==> src/rtl/seq_multiplier.sv <==
// Multi-cycle shift-and-add unsigned multiplier, one multiplier bit per clock.
// Optional build macro SEQ_MULTIPLIER_EARLY_EXIT_EN: finish as soon as the remaining multiplier is zero.
`timescale 1ns/1ps

module seq_multiplier #(
  parameter int unsigned WIDTH = 16
) (
  input  logic             clk,
  input  logic             reset,
  input  logic             start,
  input  logic [WIDTH-1:0] a,
  input  logic [WIDTH-1:0] b,
  output logic             busy,
  output logic             done,
  output logic [WIDTH-1:0] product_lo,
  output logic [WIDTH-1:0] product_hi,
  output logic             cout
);

  localparam int unsigned PW    = 2 * WIDTH;
  localparam int unsigned CNT_W = $clog2(WIDTH);

  typedef enum logic [1:0] {
    ST_IDLE = 2'd0,
    ST_RUN  = 2'd1,
    ST_DONE = 2'd2
  } state_t;

  state_t             state, state_nxt;
  logic [PW-1:0]      mcand, mcand_nxt;
  logic [WIDTH-1:0]   mplier, mplier_nxt;
  logic [PW-1:0]      acc, acc_nxt;
  logic [CNT_W-1:0]   cnt, cnt_nxt;
  logic               busy_nxt, done_nxt, cout_nxt;
  logic [WIDTH-1:0]   plo_nxt, phi_nxt;
  logic [PW-1:0]      acc_step_c;
  logic               early_exit_c;

  // Partial-product accumulate for the current multiplier LSB
  assign acc_step_c = mplier[0] ? (acc + mcand) : acc;

`ifdef SEQ_MULTIPLIER_EARLY_EXIT_EN
  assign early_exit_c = (mplier == '0);
`else
  assign early_exit_c = 1'b0;
`endif

  // Next-state and next-output logic
  always_comb begin
    state_nxt  = state;
    mcand_nxt  = mcand;
    mplier_nxt = mplier;
    acc_nxt    = acc;
    cnt_nxt    = cnt;
    busy_nxt   = busy;
    done_nxt   = 1'b0;
    plo_nxt    = product_lo;
    phi_nxt    = product_hi;
    cout_nxt   = cout;

    case (state)
      ST_IDLE: begin
        busy_nxt = 1'b0;
        if (start) begin
          mcand_nxt  = PW'(a);
          mplier_nxt = b;
          acc_nxt    = '0;
          cnt_nxt    = '0;
          busy_nxt   = 1'b1;
          state_nxt  = ST_RUN;
        end
      end
      ST_RUN: begin
        busy_nxt = 1'b1;
        if (early_exit_c) begin
          state_nxt = ST_DONE;
          done_nxt  = 1'b1;
          plo_nxt   = acc[WIDTH-1:0];
          phi_nxt   = acc[PW-1:WIDTH];
          cout_nxt  = |acc[PW-1:WIDTH];
        end else begin
          acc_nxt    = acc_step_c;
          mcand_nxt  = mcand << 1;
          mplier_nxt = mplier >> 1;
          cnt_nxt    = cnt + CNT_W'(1);
          if (cnt == CNT_W'(WIDTH - 1)) begin
            state_nxt = ST_DONE;
            done_nxt  = 1'b1;
            plo_nxt   = acc_step_c[WIDTH-1:0];
            phi_nxt   = acc_step_c[PW-1:WIDTH];
            cout_nxt  = |acc_step_c[PW-1:WIDTH];
          end
        end
      end
      ST_DONE: begin
        busy_nxt  = 1'b0;
        state_nxt = ST_IDLE;
      end
      default: begin
        busy_nxt  = 1'b0;
        state_nxt = ST_IDLE;
      end
    endcase
  end

  // State, datapath and output registers
  always_ff @(posedge clk) begin
    if (reset) begin
      state      <= ST_IDLE;
      mcand      <= '0;
      mplier     <= '0;
      acc        <= '0;
      cnt        <= '0;
      busy       <= 1'b0;
      done       <= 1'b0;
      product_lo <= '0;
      product_hi <= '0;
      cout       <= 1'b0;
    end else begin
      state      <= state_nxt;
      mcand      <= mcand_nxt;
      mplier     <= mplier_nxt;
      acc        <= acc_nxt;
      cnt        <= cnt_nxt;
      busy       <= busy_nxt;
      done       <= done_nxt;
      product_lo <= plo_nxt;
      product_hi <= phi_nxt;
      cout       <= cout_nxt;
    end
  end

endmodule

==> config.mk <==
export PLATFORM = sky130hd
export DESIGN_NAME = seq_multiplier
export DESIGN_NICKNAME = d
export VERILOG_FILES = /design/src/rtl/seq_multiplier.sv
export SDC_FILE = /design/constraint.sdc
export NUM_CORES = 1
export LEC_CHECK = 0
export CAP_MARGIN = 10
export CORE_ASPECT_RATIO = 1.5
export CORE_MARGIN = 2
export CORE_UTILIZATION = 35
export DETAILED_ROUTE_END_ITERATION = 7
export GPL_ROUTABILITY_DRIVEN = 0
export SETUP_SLACK_MARGIN = 0.5
export SLEW_MARGIN = 10
export SYNTH_ARGS = -nofsm -noshare
export SYNTH_HDL_FRONTEND = slang
export SYNTH_SLANG_ARGS = --single-unit
==> constraint.sdc <==
create_clock -name clk -period 8.6 [get_ports clk]
set_input_delay 1.72 -clock clk [delete_from_list [all_inputs] [get_ports clk]]
set_output_delay 1.72 -clock clk [all_outputs]
set_load 0.1 [all_outputs]
== Word-level counts from Yosys, hierarchy flattened ==
Index checks and enable logic that the tools add are counted.

* Mux-type cells: 15
* Add/subtract/negate cells: 2
* Reduce and logical (&&, ||, !) cells: 7
* Equal/unequal tests: 4
* Bitwise gates (word level): 1

{| class="wikitable"
|+ Operator list
! operator !! number
|-
| $pmux W32 S2 || 2
|-
| $mux W32 || 3
|-
| $add A32 B32 Y32 || 1
|-
| $pmux W16 S2 || 1
|-
| $mux W16 || 1
|-
| $reduce_or A16 Y1 || 1
|-
| $pmux W4 S2 || 1
|-
| $reduce_and A2 Y1 || 3
|-
| $add A4 B1 Y4 const B || 1
|-
| $eq A4 B4 Y1 const B || 1
|-
| $mux W2 || 2
|-
| $mux W4 || 1
|-
| $ne A2 B2 Y1 const B || 2
|-
| $pmux W2 S2 || 1
|-
| $eq A2 B1 Y1 const B || 1
|-
| $logic_not A2 Y1 || 1
|-
| $mux W1 || 2
|-
| $pmux W1 S2 || 1
|-
| $reduce_bool A2 Y1 || 1
|-
| $reduce_or A2 Y1 || 1
|-
| $not A1 Y1 || 1
|}

* Input port bits: 35
* Register bits: 121
* Output and inout bits: 35
* Word-level logic and storage cells: 39

== Longest topological paths before layout ==
Gate-level depths: netlist of the first run.

* Word-level depth: 3
* Mapped depth: 12
* Gate-level depth less buffers: 12

== Worst setup path after synthesis of the first run ==
OpenSTA, ideal clock, no wires.

* Path type: register -> register
* Start point: reg mcand[0]
* End point: reg cout
* Required time: 8.480 ns
* Setup slack: 5.600 ns
* Library setup time: 0.120 ns
* Data arrival time: 2.880 ns
* Clock period less this slack: 3.000 ns
* Buffers on the path: 0
* Stages on the path, launching flop included: 13
* Cell sequence: dfxtp_1 ha_1 fa_1 a21oi_1 o21ai_1 a31oi_1 a21oi_2 nor3_1 o31ai_1 a211o_2 or4_1 nand4b_1 o31a_1

* Cells in the longest elaborated chain, start to end: 3

{| class="wikitable"
|+ RTL lines
! what !! RTL line !! RTL
|-
| start, declared || 30 || <nowiki>logic [PW-1:0] mcand, mcand_nxt;</nowiki>
|-
| start signal, assigned || 121 || <nowiki>mcand <= mcand_nxt;</nowiki>
|-
| $add A32 B32 Y32 || 40 || <nowiki>assign acc_step_c = mplier[0] ? (acc + mcand) : acc;</nowiki>
|-
| $mux W32 || 40 ||
|-
| $reduce_or A16 Y1 || 91 || <nowiki>cout_nxt = |acc_step_c[PW-1:WIDTH];</nowiki>
|-
| end signal, assigned || 129 || <nowiki>cout <= cout_nxt;</nowiki>
|-
| end, declared || 17 || <nowiki>output logic cout</nowiki>
|}

Every way passes these cells.
A chain may end at the register's enable or synchronous reset.

== Final worst setup path of the first run ==
* Start point: reg product_lo[13]
* End point: out product_lo[13]

{| class="wikitable"
|+ RTL lines
! what !! RTL line !! RTL
|-
| start, declared || 15 || <nowiki>output logic [WIDTH-1:0] product_lo,</nowiki>
|-
| start signal, assigned || 127 || <nowiki>product_lo <= plo_nxt;</nowiki>
|}

No word-level cell between the ends.

==> run_results.csv, run 1 <==
group,metric,value,unit
sta,hold_violations,0,
yosys,synth_flop_cell,"dfxtp_1",
clock_network,clock_latency,0.43,ns
sta,worstMarginPinSlew,1.07,ns
die,die_h,175,um
global_routing,grt_pass1_vias,6052,
power_and_ir_drop,combPwrFrac,9.9,%
place,dpl_cell_area,7650,um2
drt,drtIter0Drc,281,
yosys,synth-seq-cells,121,
die,ios,70,
yosys,synth_cell_types,70,
clock_network,holdBufCountCts,0,
yosys,yosysSeqAreaShare,35.4,%
sta,slew_viol_final,0,
die,rows,62,
drt,ant_nets,0,
yosys,postSynthAreaPerCell,7.82,um2
die,core_area,19200,um2
clock_network,cts_sinks,121,
hold_path,min_path_cells,2,
power_and_ir_drop,leakage,3.13,nW
drt,drc,0,
sta,setup_tns,0,ns
setup_path,crit_chain,"clkdlybuf4s50_1",
global_routing,grt_max_degree,77,
clock_network,root_buffer,"clkbuf_16",
place,numPortBuffers,69,
setup_path,crit_arrival,1.92,ns
setup_path,critPathLaunchType,"flip-flop",
clock_network,clk_pin_slew,0.06,ns
layout,num_antenna_cells,0,
power_and_ir_drop,power_frac_seq,40.4,%
power_and_ir_drop,p_sw,0.392,mW
die,dieArea,20700,um2
setup_path,cp.required,6.88,ns
clock_network,post-cts-setup-buffers,0,
yosys,ys_warn_count,0,
yosys,syn_area,6840,um2
hold_path,holdCritStartpoint,"product_hi[2]",
yosys,ys_async_sr_fraction,0,%
layout,nets,978,
drt,routed_wl,18600,um
layout,layout_common_cells,"128 x a21oi_1, 120 x dfxtp_1, 99 x nor2_1, 77 x nand2_1, 68 x clkdlybuf4s50_1",
layout,drive_gt1_share,8.78,%
yosys,synth_edf_count,0,
global_routing,grt.overflow.total,0,
yosys,yosys.area.top_type,"dfxtp_1",
yosys,synth_fp_nets,942,
setup_path,reg2reg_depth,12,
clock_network,cts_max_path_buffers,2,
global_routing,grt.total_usage,18.4,%
clock_network,h-tree-depth,4,
run,cap_violations,0,
yosys,synth_area_leaders,"dfxtp_1 35%, a21oi_1 9.4%, ha_1 5.9%, nor2_1 5.5%, nand2_1 4.2%",
sta,period_needed,3.64,ns
sta,fin_crit_sh,42.3,%
drt,wl_per_cell,15.8,um
clock_network,ctsResizeCount,0,
drt,vias,6254,
layout,final_area,8260,um2
hold_path,hold_path.class,"reg2reg",
setup_path,ff2ff_setup_slack,4.96,ns
yosys,synth_top_area_share,35.4,%
setup_path,path_delay_family,"buffers and inverters",
die,initial_core_util,35.7,%
layout,area_growth,20.8,%
run_status,status,"completed",
layout,mostFrequentLayoutCell,"a21oi_1",
setup_path,critPathKind,"reg2out",
setup_path,regToRegEndpoint,"cout",
setup_path,worstSetupEndpointType,"primary output",
hold_path,holdPathEnd,"product_hi[2]",
layout,fillers,1958,
yosys,synthesis.instances,874,
layout,seq_area,2420,um2
drt,drtPass1Iterations,5,
power_and_ir_drop,clkPwrFrac,49.7,%
global_routing,grt_first_pass_wirelength,30700,um
setup_path,crit_start,"product_lo[13]",
sta,setup_viol_count_final,0,
layout,post-route-util,43.1,%
drt,viasPerCell,5.30,
setup_path,slowest_delay,1.15,ns
power_and_ir_drop,intPower,1.07,mW
sta,timing.fmax,275,MHz
global_routing,antenna_found_initial,0,
die,die_w,118,um
power_and_ir_drop,p_sw_share,26.7,%
place,hpwlAfterDp,12800,um
sta,grt_setup_unrepaired,"no",
setup_path,r2r-start,"mcand[0]",
sta,relSlewSlack,28.4,%
power_and_ir_drop,pwr_density_cell,178,nW/um2
setup_path,slowest_stage,"clkdlybuf4s50_1",
clock_network,cts_made_buffers,17,
clock_network,cts_tree,"done",
power_and_ir_drop,peakVddDrop,106,uV
sta,fin_skew,0.0119,ns
layout,multiInputGateArea,4010,um2
setup_path,cp.buffers_inverters,1,
setup_path,critical_path.max_fanout,2,
setup_path,cp_num_cells,1,
-- cells by family (layout without fill, tap and decap cells) --
logic type	count (synthesis)	in the layout	synth area share, %
compound gates	333	333	30.1
simple gates	245	245	16.2
flops	121	121	35.4
buf+inv	101	150	6.30
fa+ha+maj	33	33	6.15
xor+xnor	22	22	2.82
mux	19	19	3.04
-- power by group through the flow --
stage	registers [mW]	logic, mW	clock network (mW)
6_report	0.593	0.145	0.729
5_1_grt	0.595	0.160	0.772
4_1_cts	0.593	0.145	0.744
3_5_place_dp	0.605	0.144	0
3_3_place_gp	0.605	0.143	0
2_1_floorplan	0.602	0.103	0
-- how the worst max path moves through the flow --
stage,endpoint
4_1_cts,product_lo[13]
3_5_place_dp,mplier[3]
3_3_place_gp,mcand[15]
5_1_grt,cout
6_report,product_lo[13]
2_1_floorplan,cout
-- flip-flops by register name (all words and copies together) (netlist names), 2 cells and up --
signal      flops
acc            32
cnt             4
mcand          32
mplier         16
product_hi     16
product_lo     16
state           2
-- cell type report --
type                       count  area share, %
clock buffer                  18           5.32
clock inverter                14           1.97
inverter                      42           1.97
multi-input combinational    652           48.5
sequential                   121           29.4
tap                          256           3.88
timing repair buffer          76           8.97
-- synth_stat cells, types with 3 or more instances --
cell type	count
a21oi_1	128
dfxtp_1	121
nor2_1	101
nand2_1	77
o21ai_0	51
clkbuf_1	50
inv_1	41
a22oi_1	38
ha_1	32
o22ai_1	30
nand3_1	16
mux2_2	14
xnor2_1	13
a21o_1	11
nor3_1	11
a211oi_1	10
o21a_1	10
a31oi_1	9
xor2_1	9
nand4_1	7
nor2b_1	7
a21oi_2	5
mux2i_1	5
nand2b_1	5
o21bai_1	5
a311oi_1	4
a32oi_1	4
o21ai_1	4
and3_1	3
buf_2	3
o211ai_1	3
o31ai_1	3
-- metrics by stage --
step | instances | setup WS (ns) | hold slack, ns | power [mW]
after detailed placement | 1147 | 4.68 | 0.444 | 0.749
after CTS | 1179 | 4.93 | 0.453 | 1.48
final | 1179 | 4.96 | 0.450 | 1.47
after global placement | 1147 | 4.69 | 0.440 | 0.748
after global routing | 1179 | 4.73 | 0.477 | 1.53
after floorplan | 874 | 5.60 | 0.453 | 0.706
-- layer usage --
metal,track usage (%),up-vias,wire (um)
met5,0,-,0
met4,6.48,0,325
met3,3.72,20,553
met2,32.7,110,9390
met1,21.7,2906,8330
li1,-,3218,-
(Power assumes the default switching activity.)
==> run 2, diff against run 1 <==
==> constraint.sdc (replaced) <==
create_clock -name clk -period 3.31 [get_ports clk]
set_input_delay 0.662 -clock clk [delete_from_list [all_inputs] [get_ports clk]]
set_output_delay 0.662 -clock clk [all_outputs]
set_load 0.1 [all_outputs]
==> run_results.csv, run 2 (synthesis gave the netlist of run 1 again) <==
group,metric,value,unit
clock_network,cts_sinks,121,
sta,period_needed,3.01,ns
drt,ant_nets,0,
sta,fin_crit_sh,91.1,%
sta,worst_hold_slack,0.454,ns
global_routing,grt_max_degree,52,
die,dieArea,20700,um2
die,initial_core_util,35.7,%
clock_network,clk_pin_slew,0.06,ns
power_and_ir_drop,peakVddDrop,301,uV
place,dpl_cell_area,7760,um2
drt,wl_met3,738,um
sta,grt_setup_unrepaired,"yes",
clock_network,h-tree-depth,4,
drt,drtIter0Drc,278,
die,die_w,118,um
run_status,status,"completed",
setup_path,critPathLaunchType,"flip-flop",
drt,viasPerCell,5.48,
layout,fillers,1935,
die,core_area,19200,um2
drt,routed_wl,19900,um
drt,vias,6562,
layout,nets,998,
power_and_ir_drop,p_sw,0.983,mW
sta,worstMarginPinSlew,0.697,ns
die,rows,62,
drt,drtPass1Iterations,7,
drt,route.met2.wl,10200,um
place,hpwlAfterDp,14000,um
layout,layout_common_cells,"119 x a21oi_1, 114 x dfxtp_1, 98 x nor2_1, 75 x nand2_1, 62 x buf_4",
drt,wl_met1,8270,um
layout,num_antenna_cells,0,
hold_path,hold_path.class,"reg2reg",
drt,topRoutingLayerUsed,"met4",
setup_path,critPathKind,"reg2reg",
clock_network,cts_tree,"done",
place,numPortBuffers,69,
layout,top_regs,"acc (32), mcand (32)",
drt,wl_per_cell,16.6,um
layout,drive_gt1_share,19.4,%
setup_path,crit_chain,"ha_1 -> a21o_1 -> and4_4 -> o211ai_4 -> a2111oi_4 -> nor2_2 -> xnor2_2 -> a211o_2 -> or4_4 -> nand4b_1 -> o31a_1",
power_and_ir_drop,pwr_density_cell,439,nW/um2
clock_network,clock_latency,0.43,ns
sta,setup_tns,0,ns
setup_path,cp.required,3.62,ns
power_and_ir_drop,clkPwrFrac,48.0,%
global_routing,grt_first_pass_wirelength,32600,um
sta,timing.fmax,332,MHz
layout,mostFrequentLayoutCell,"a21oi_1",
power_and_ir_drop,power_frac_seq,40.8,%
power_and_ir_drop,intPower,2.83,mW
sta,fin_skew,0.00700,ns
drt,drc,0,
layout,area_growth,26.8,%
setup_path,critical_path.max_fanout,5,
power_and_ir_drop,p_sw_share,25.8,%
sta,setup_viol_count_final,0,
sta,relSlewSlack,53.5,%
die,ios,70,
global_routing,grt.overflow.total,0,
global_routing,grt_pass1_vias,6555,
layout,final_area,8670,um2
global_routing,grt.total_usage,19.5,%
global_routing,antenna_found_initial,0,
sta,hold_violations,0,
power_and_ir_drop,leakage,3.29,nW
run,cap_violations,0,
clock_network,holdBufCountCts,0,
setup_path,worstSetupEndpointType,"flip-flop",
setup_path,slowest_stage,"or4_4",
setup_path,crit_arrival,3.33,ns
sta,slew_viol_final,0,
die,die_h,175,um
clock_network,cts_max_path_buffers,2,
clock_network,cts_made_buffers,17,
power_and_ir_drop,combPwrFrac,11.2,%
setup_path,slowest_delay,0.42,ns
clock_network,root_buffer,"clkbuf_16",
==> run 2: cell types whose count changed in the layout (fill, tap and decap cells not counted), moves of 6 or more <==
cell / change
clkdlybuf4s50_1: -35
ha_1: -16
a21oi_1: -9
buf_4: +54
ha_4: +14
dfxtp_1: -6
a21oi_2: +7
==> run 2: final timing paths <==
check,start,endpoint,slack (ns),cells past startpoint
setup / recovery,mcand[1],cout,0.30,11
hold / removal,product_hi[2],product_hi[2],0.45,2
setup reg to reg,mcand[1],cout,0.30,11
hold reg to reg,product_hi[2],product_hi[2],0.45,2
==> run 2: repair_timing <==
action | CTS | global route
pin swaps | 10 | 14
resized for setup | 24 | 32
setup buffers | 4 | 2
setup endpoints to repair | 7 | 8
==> run 2: layer usage <==
metal,vias up,global-route usage [%]
li1,3260,-
met1,3091,22.1
met2,166,35.2
met3,45,3.17
met4,0,9.79
met5,-,0
==> run 2: final cells by class <==
class	instances	area [um2]	area share, %
Clock buffer	21	460	5.31
Sequential cell	121	2430	28.1
Inverter	42	163	1.88
Multi-Input combinational cell	652	4360	50.3
Clock inverter	10	120	1.39
Timing Repair Buffer	96	816	9.41
Tap cell	256	320	3.69
==> run 2: through the flow <==
stage / std cells / power, mW / util [%] / setup WS, ns
2_1_floorplan: 874 / 1.84 / - / 0.451
3_3_place_gp: 1161 / 1.97 / 40.5 / 0.152
3_5_place_dp: 1161 / 1.97 / 40.5 / 0.163
4_1_cts: 1196 / 3.82 / 44.3 / 0.261
5_1_grt: 1198 / 3.96 / 45.2 / 0.194
6_report: 1198 / 3.81 / 45.2 / 0.296
==> run 2: power by group through the flow <==
stage / clock (mW) / sequential [mW] / combinational (mW)
after floorplan: 0 / 1.57 / 0.276
after global placement: 0 / 1.58 / 0.392
after detailed placement: 0 / 1.58 / 0.393
after CTS: 1.87 / 1.55 / 0.404
after global routing: 1.93 / 1.56 / 0.466
final: 1.83 / 1.55 / 0.425
==> run 2: worst max-delay path, delay by kind of cell, from the launching register on <==
| family | cells | cell delay [ns] |
|---|---|---|
| AO/OA/AOI/OAI | 5 | 1.17 |
| XOR/XNOR | 1 | 0.15 |
| adder cells (fa/ha/maj) | 1 | 0.27 |
| flip-flops | 1 | 0.36 |
| AND/OR/NAND/NOR | 4 | 0.94 |
==> variant 1 (settings of run 1) <==
Add an input register stage for `start`, `a` and `b`, cleared by the reset; this delays them by one clock.
--- a/src/rtl/seq_multiplier.sv
+++ b/src/rtl/seq_multiplier.sv
@@ -26,4 +26,20 @@
     ST_DONE = 2'd2
   } state_t;
+
+  logic start_q;
+  logic [WIDTH-1:0] a_q;
+  logic [WIDTH-1:0] b_q;
+
+  always_ff @(posedge clk) begin
+    if (reset) begin
+      start_q <= '0;
+      a_q     <= '0;
+      b_q     <= '0;
+    end else begin
+      start_q <= start;
+      a_q     <= a;
+      b_q     <= b;
+    end
+  end
 
   state_t             state, state_nxt;
@@ -62,7 +78,7 @@
       ST_IDLE: begin
         busy_nxt = 1'b0;
-        if (start) begin
-          mcand_nxt  = PW'(a);
-          mplier_nxt = b;
+        if (start_q) begin
+          mcand_nxt  = PW'(a_q);
+          mplier_nxt = b_q;
           acc_nxt    = '0;
           cnt_nxt    = '0;
Behaviour: not the same (Yosys sat finds a counterexample within 4 cycles, from zero or initial values and one cycle with reset high).
==> variant 1 against run 1 <==
Cell area rose by 9.3%; worst hold slack improved by 4.7 ps; routed wire length rose by 6.8%; via count rose by 4.0%; worst setup slack got worse by 71 ps; die area rose by 10%; synthesized cell count rose by 2.3%; largest power group is now registers; sequential cell count rose by 33; highest routed layer unchanged; non-clock buffer count did not move; critical path depth did not move; power rose by 12%; area after synthesis rose by 11%; critical endpoint is now product_hi[14].
==> variant 1: results (changes against run 1) <==
The flow ran to the end, and the final reports show no timing, DRC or antenna violations. Clock root buffer master: sky130_fd_sc_hd__clkbuf_16 (unchanged). Leading cell type by number of instances after synthesis: sky130_fd_sc_hd__dfxtp_1 (was sky130_fd_sc_hd__a21oi_1). The logs give 0 (unchanged) for the number of antenna diodes and 67 (was 70) for the distinct cell type count after synthesis. The final HPWL from detailed placement was 13500 um (was 12800 um). For the portion of the post-synthesis area used by sequential elements, the log shows 40.7% (was 35.4%). Top cells by instance count after synthesis: sky130_fd_sc_hd__dfxtp_1 (154), sky130_fd_sc_hd__nor2_1 (121), sky130_fd_sc_hd__nand2_1 (113) (was sky130_fd_sc_hd__a21oi_1 (128), sky130_fd_sc_hd__dfxtp_1 (121), sky130_fd_sc_hd__nor2_1 (101)). The tools report the net count of the mapped netlist as 962 (was 942). The endpoint arrival time on the critical path came out at 1990 ps (was 1920 ps).

The layout net count came out at 998 (was 978). For the number of global-route vias before repair, the log shows 6319 (was 6052). The static leakage is 3.36 nW (was 3.13 nW), and the longest individual stage delay on the worst path is 1170 ps (was 1150 ps). The global-route wire length before repair was 32300 um (was 30700 um); the share of post-route cells with drive strength above 1 was 7.42% (was 8.78%).

Leading post-synthesis cells by cell area: sky130_fd_sc_hd__dfxtp_1 (41%), sky130_fd_sc_hd__nor2_1 (6.0%), sky130_fd_sc_hd__nand2_1 (5.6%) (was sky130_fd_sc_hd__dfxtp_1 (35%), sky130_fd_sc_hd__a21oi_1 (9.4%), sky130_fd_sc_hd__ha_1 (5.9%)). The clock tree buffer depth is 2 (unchanged). The run gives 0 (unchanged) as the number of warning messages in the yosys log. The run gives 82 (was 77) as the maximum number of pins on one net before global-route repair.

The run gives 0.000191 V (was 0.000106 V) as the peak supply drop. Number of cells on the worst reg-to-reg path: 10 (was 12). The transition at the pin with the smallest max-transition slack works out to 1220 ps (was 1070 ps).

Final wirelength: 19900 um (was 18600 um). For the clock skew, the log shows 15.4 ps (was 11.9 ps). The summed negative setup slack over all endpoints was 0 ps (unchanged). The number of DRC violations after detailed-routing iteration 0 is 380 (was 281). Total routing resource utilization after global routing: 18.2% (was 18.4%). The number of vias after detailed routing was 6506 (was 6254); the post-detailed-placement cell area was 0.00844 sq mm (was 0.00765 sq mm).
==> variant 1: cell types whose count changed after synthesis, sizes merged, moves of 18 or more <==
| cell | before | now |
|---|---|---|
| o22ai | 30 | 1 |
| nor2 | 103 | 121 |
| nand2 | 77 | 113 |
| nor2b | 7 | 49 |
| a311oi | 4 | 33 |
| o21ai | 55 | 36 |
| a21oi | 133 | 53 |
| dfxtp | 121 | 154 |
| inv | 42 | 10 |
==> variant 1: logic make-up (layout without fill, tap and decap cells) <==
| kind of cell | count (synthesis) | count (layout) | share of synthesized area, % |
|---|---|---|---|
| AOI/OAI and AO/OA | 243 | 243 | 23.0 |
| xor gates and xnor gates | 22 | 22 | 2.54 |
| adders and majority gates | 33 | 33 | 5.55 |
| buffers and inverters | 69 | 118 | 3.64 |
| DFF | 154 | 154 | 40.7 |
| muxes | 24 | 24 | 3.35 |
| and+or+nand+nor | 349 | 349 | 21.2 |
==> variant 1: layer usage <==
layer,global-route usage [%],part of all wire (%),up-vias
li1,-,-,3271
met3,2.88,2.9,42
met4,9.03,3.7,0
met5,0,0,-
met1,21.0,42,3060
met2,32.1,52,133
==> variant 1: metrics by stage <==
| stage | hold slack, ps | worst slack, ps | instances |
|---|---|---|---|
| after global routing | 476 | 4870 | 1211 |
| final | 455 | 4890 | 1211 |
| after CTS | 459 | 4870 | 1211 |
| after floorplan | 443 | 5770 | 894 |
| after detailed placement | 451 | 5030 | 1179 |
| after global placement | 451 | 5050 | 1179 |
==> variant 1: area by class of cell <==
class / count / area, sq um
timing repair buffer: 76 / 741
tap: 268 / 335
sequential: 154 / 3080
clock buffer: 19 / 453
multi-input combinational: 671 / 4240
inverter: 10 / 37.5
clock inverter: 13 / 135
fill: 2172 / 12100
==> variant 1: final timing paths <==
kind	from	endpoint	slack [ps]
min reg2reg	a_q[2]	mcand[2]	460
max	product_hi[14]	product_hi[14]	4890
max reg2reg	mcand[8]	cout	5240
min	a_q[2]	mcand[2]	460
==> variant 1: power breakdown <==
part	switching (mW)	internal, mW
clock	0.326	0.421
sequential	0.0134	0.737
combinational	0.0855	0.0526
total	0.425	1.21
==> variant 2 (flow settings as in run 1) <==
Made on the original files. Set the parameter `WIDTH` to 32 (it was 16).
--- a/src/rtl/seq_multiplier.sv
+++ b/src/rtl/seq_multiplier.sv
@@ -4,5 +4,5 @@
 
 module seq_multiplier #(
-  parameter int unsigned WIDTH = 16
+  parameter int unsigned WIDTH = 32
 ) (
   input  logic             clk,
Interface: changed (resized a, b, product_hi and product_lo); port bits go from 70 to 134. The function was not compared with the original's and may differ.
==> variant 2 against run 1 <==
Cell count rose by 96%; worst setup slack got worse by 900 ps; worst hold slack improved by 3.4 ps; routed wire length rose by 130%; cell area rose by 93%; sequential cell count rose by 113; count of clock-buffer cells in the layout rose by 16; area after synthesis rose by 99%; sequential power rose by 92%; sequential share of layout area rose by 0.13 points; power rose by 67%; clock power rose by 44%; global-route usage rose by 2.2 points.
==> variant 2: results (changes against run 1) <==
The amount of wire on met3 after detailed routing is 1610 um (was 553 um). Leading post-synthesis cells by cell area: sky130_fd_sc_hd__dfxtp_1 (34%), sky130_fd_sc_hd__nand2_1 (7.7%), sky130_fd_sc_hd__nor2_1 (7.2%) (was sky130_fd_sc_hd__dfxtp_1 (35%), sky130_fd_sc_hd__a21oi_1 (9.4%), sky130_fd_sc_hd__ha_1 (5.9%)). The met2 global-route usage is 35.8% (was 32.7%), and the number of levels in the clock H-tree is 1 (was 4).

For the internal power of the cells, the log shows 1.81 mW (was 1.07 mW). Top cells by instance count after synthesis: sky130_fd_sc_hd__nand2_1 (279), sky130_fd_sc_hd__nor2_1 (263), sky130_fd_sc_hd__dfxtp_1 (234) (was sky130_fd_sc_hd__a21oi_1 (128), sky130_fd_sc_hd__dfxtp_1 (121), sky130_fd_sc_hd__nor2_1 (101)). The global-route wire length before repair is 67400 um (was 30700 um).

For the met1 usage, the log shows 24.9% (was 21.7%). The clock skew came out at 15.2 ps (was 11.9 ps). Met3 track demand over resource in global routing: 2.38% (was 3.72%). The run gives 5.95 nW (was 3.13 nW) as the static leakage. Endpoint arrival time on the critical path: 4960 ps (was 1920 ps). The logs give 0.0151 sq mm (was 0.00765 sq mm) for the post-detailed-placement cell area and 3 (was 2) for the clock tree buffer depth.

The number of vias after detailed routing is 13100 (was 6254), and the maximum number of pins on one net before global-route repair is 100 (was 77). The synthesized area per cell is 7.70 sq um (was 7.82 sq um). Met1 wire length: 17800 um (was 8330 um). The clock insertion delay at the later pin of the skew report is 540 ps (was 430 ps), and the net count of the mapped netlist is 1904 (was 942). Total clock buffers created by CTS: 24 (was 17).

The final wirelength was 42100 um (was 18600 um); the sum of met2 wire segment lengths after detailed routing was 20800 um (was 9390 um). The total routing resource utilization after global routing came out at 20.5% (was 18.4%). The highest net fanout along the worst path is 5 (was 2). The cell with the biggest individual delay on the critical path is sky130_fd_sc_hd__a21oi_1 (was sky130_fd_sc_hd__clkdlybuf4s50_1). The longest individual stage delay on the worst path came out at 570 ps (was 1150 ps). The portion of the post-synthesis area used by sequential elements was 34.4% (was 35.4%); the distinct cell type count after synthesis was 81 (was 70).

The peak supply drop was 0.000107 V (was 0.000106 V). Biggest registers after layout: acc (64), mcand (64) (was acc (32), mcand (32)). The flow ran to the end, and the final reports show no timing, DRC or antenna violations. The top cell family by delay on the critical path was compound AO/OA/AOI/OAI gates (was buffers and inverters). The mean routed wirelength per cell works out to 18.2 um (was 15.8 um). The number of DRC violations after detailed-routing iteration 0 is 798 (was 281), and the number of I/O port buffers is 133 (was 69).
[variant 2: cell count changes after synthesis, sizes merged, moves of 25 or more]
cell,change
nand4,+26
nand2,+202
dfxtp,+113
a22oi,+28
nor2,+160
clkbuf,+61
o21ai,+25
ha,+33
inv,-25
and2,+32
a211oi,+33
o22ai,-29
a311oi,+66
[variant 2: final timing paths]
check           startpoint       endpoint  slack [ps]  depth (start not counted)
min reg2reg  product_lo[4]  product_lo[4]         450                          2
max reg2reg       mcand[0]           cout        4070                         15
max               mcand[0]           cout        4070                         15
min          product_lo[4]  product_lo[4]         450                          2
[variant 2: cells by family (layout without fill, tap and decap cells)]
kind of cell	after synthesis	count (layout)	share of synthesized area, %
xor+xnor	48	48	3.08
simple gates	707	707	22.7
fa+ha+maj	66	66	6.11
compound gates	516	516	25.8
buf+inv	156	202	4.56
flops	234	234	34.4
mux	44	44	3.46
[variant 2: per-stage QoR]
| stage | worst slack, ps | power (mW) | hold slack [ps] |
|---|---|---|---|
| 2_1_floorplan | 4900 | 1.34 | 439 |
| 3_3_place_gp | 4160 | 1.42 | 447 |
| 3_5_place_dp | 4120 | 1.42 | 449 |
| 4_1_cts | 4100 | 2.48 | 457 |
| 5_1_grt | 3760 | 2.55 | 476 |
| 6_report | 4070 | 2.45 | 454 |
[variant 2: worst register-to-register path, cell delays in order (launching register included)]
cell                        delay, ps
sky130_fd_sc_hd__dfxtp_1          370
sky130_fd_sc_hd__ha_1             220
sky130_fd_sc_hd__inv_1             70
sky130_fd_sc_hd__fa_1             390
sky130_fd_sc_hd__and2b_1          230
sky130_fd_sc_hd__o2111ai_1        220
sky130_fd_sc_hd__a21oi_1          340
sky130_fd_sc_hd__o21ai_0          140
sky130_fd_sc_hd__a21oi_1          570
sky130_fd_sc_hd__a211oi_1         190
sky130_fd_sc_hd__xnor2_1          270
sky130_fd_sc_hd__o41a_1           480
sky130_fd_sc_hd__a211oi_1         360
sky130_fd_sc_hd__nand4_1          140
sky130_fd_sc_hd__nor4b_1          340
sky130_fd_sc_hd__a21oi_1          110
[variant 2: power by group through the flow]
stage | combinational, mW | sequential, mW | clock (mW)
4_1_cts | 0.259 | 1.14 | 1.08
5_1_grt | 0.284 | 1.15 | 1.12
6_report | 0.257 | 1.14 | 1.05
2_1_floorplan | 0.182 | 1.16 | 0
3_5_place_dp | 0.257 | 1.17 | 0
3_3_place_gp | 0.255 | 1.17 | 0
[variant 2: layout make-up]
type | instances | area, sq um
Fill cell | 3948 | 22500
Multi-Input combinational cell | 1381 | 8360
Sequential cell | 234 | 4690
Timing Repair Buffer | 143 | 1410
Clock buffer | 34 | 699
Tap cell | 495 | 619
Inverter | 18 | 67.6
Clock inverter | 7 | 65.1
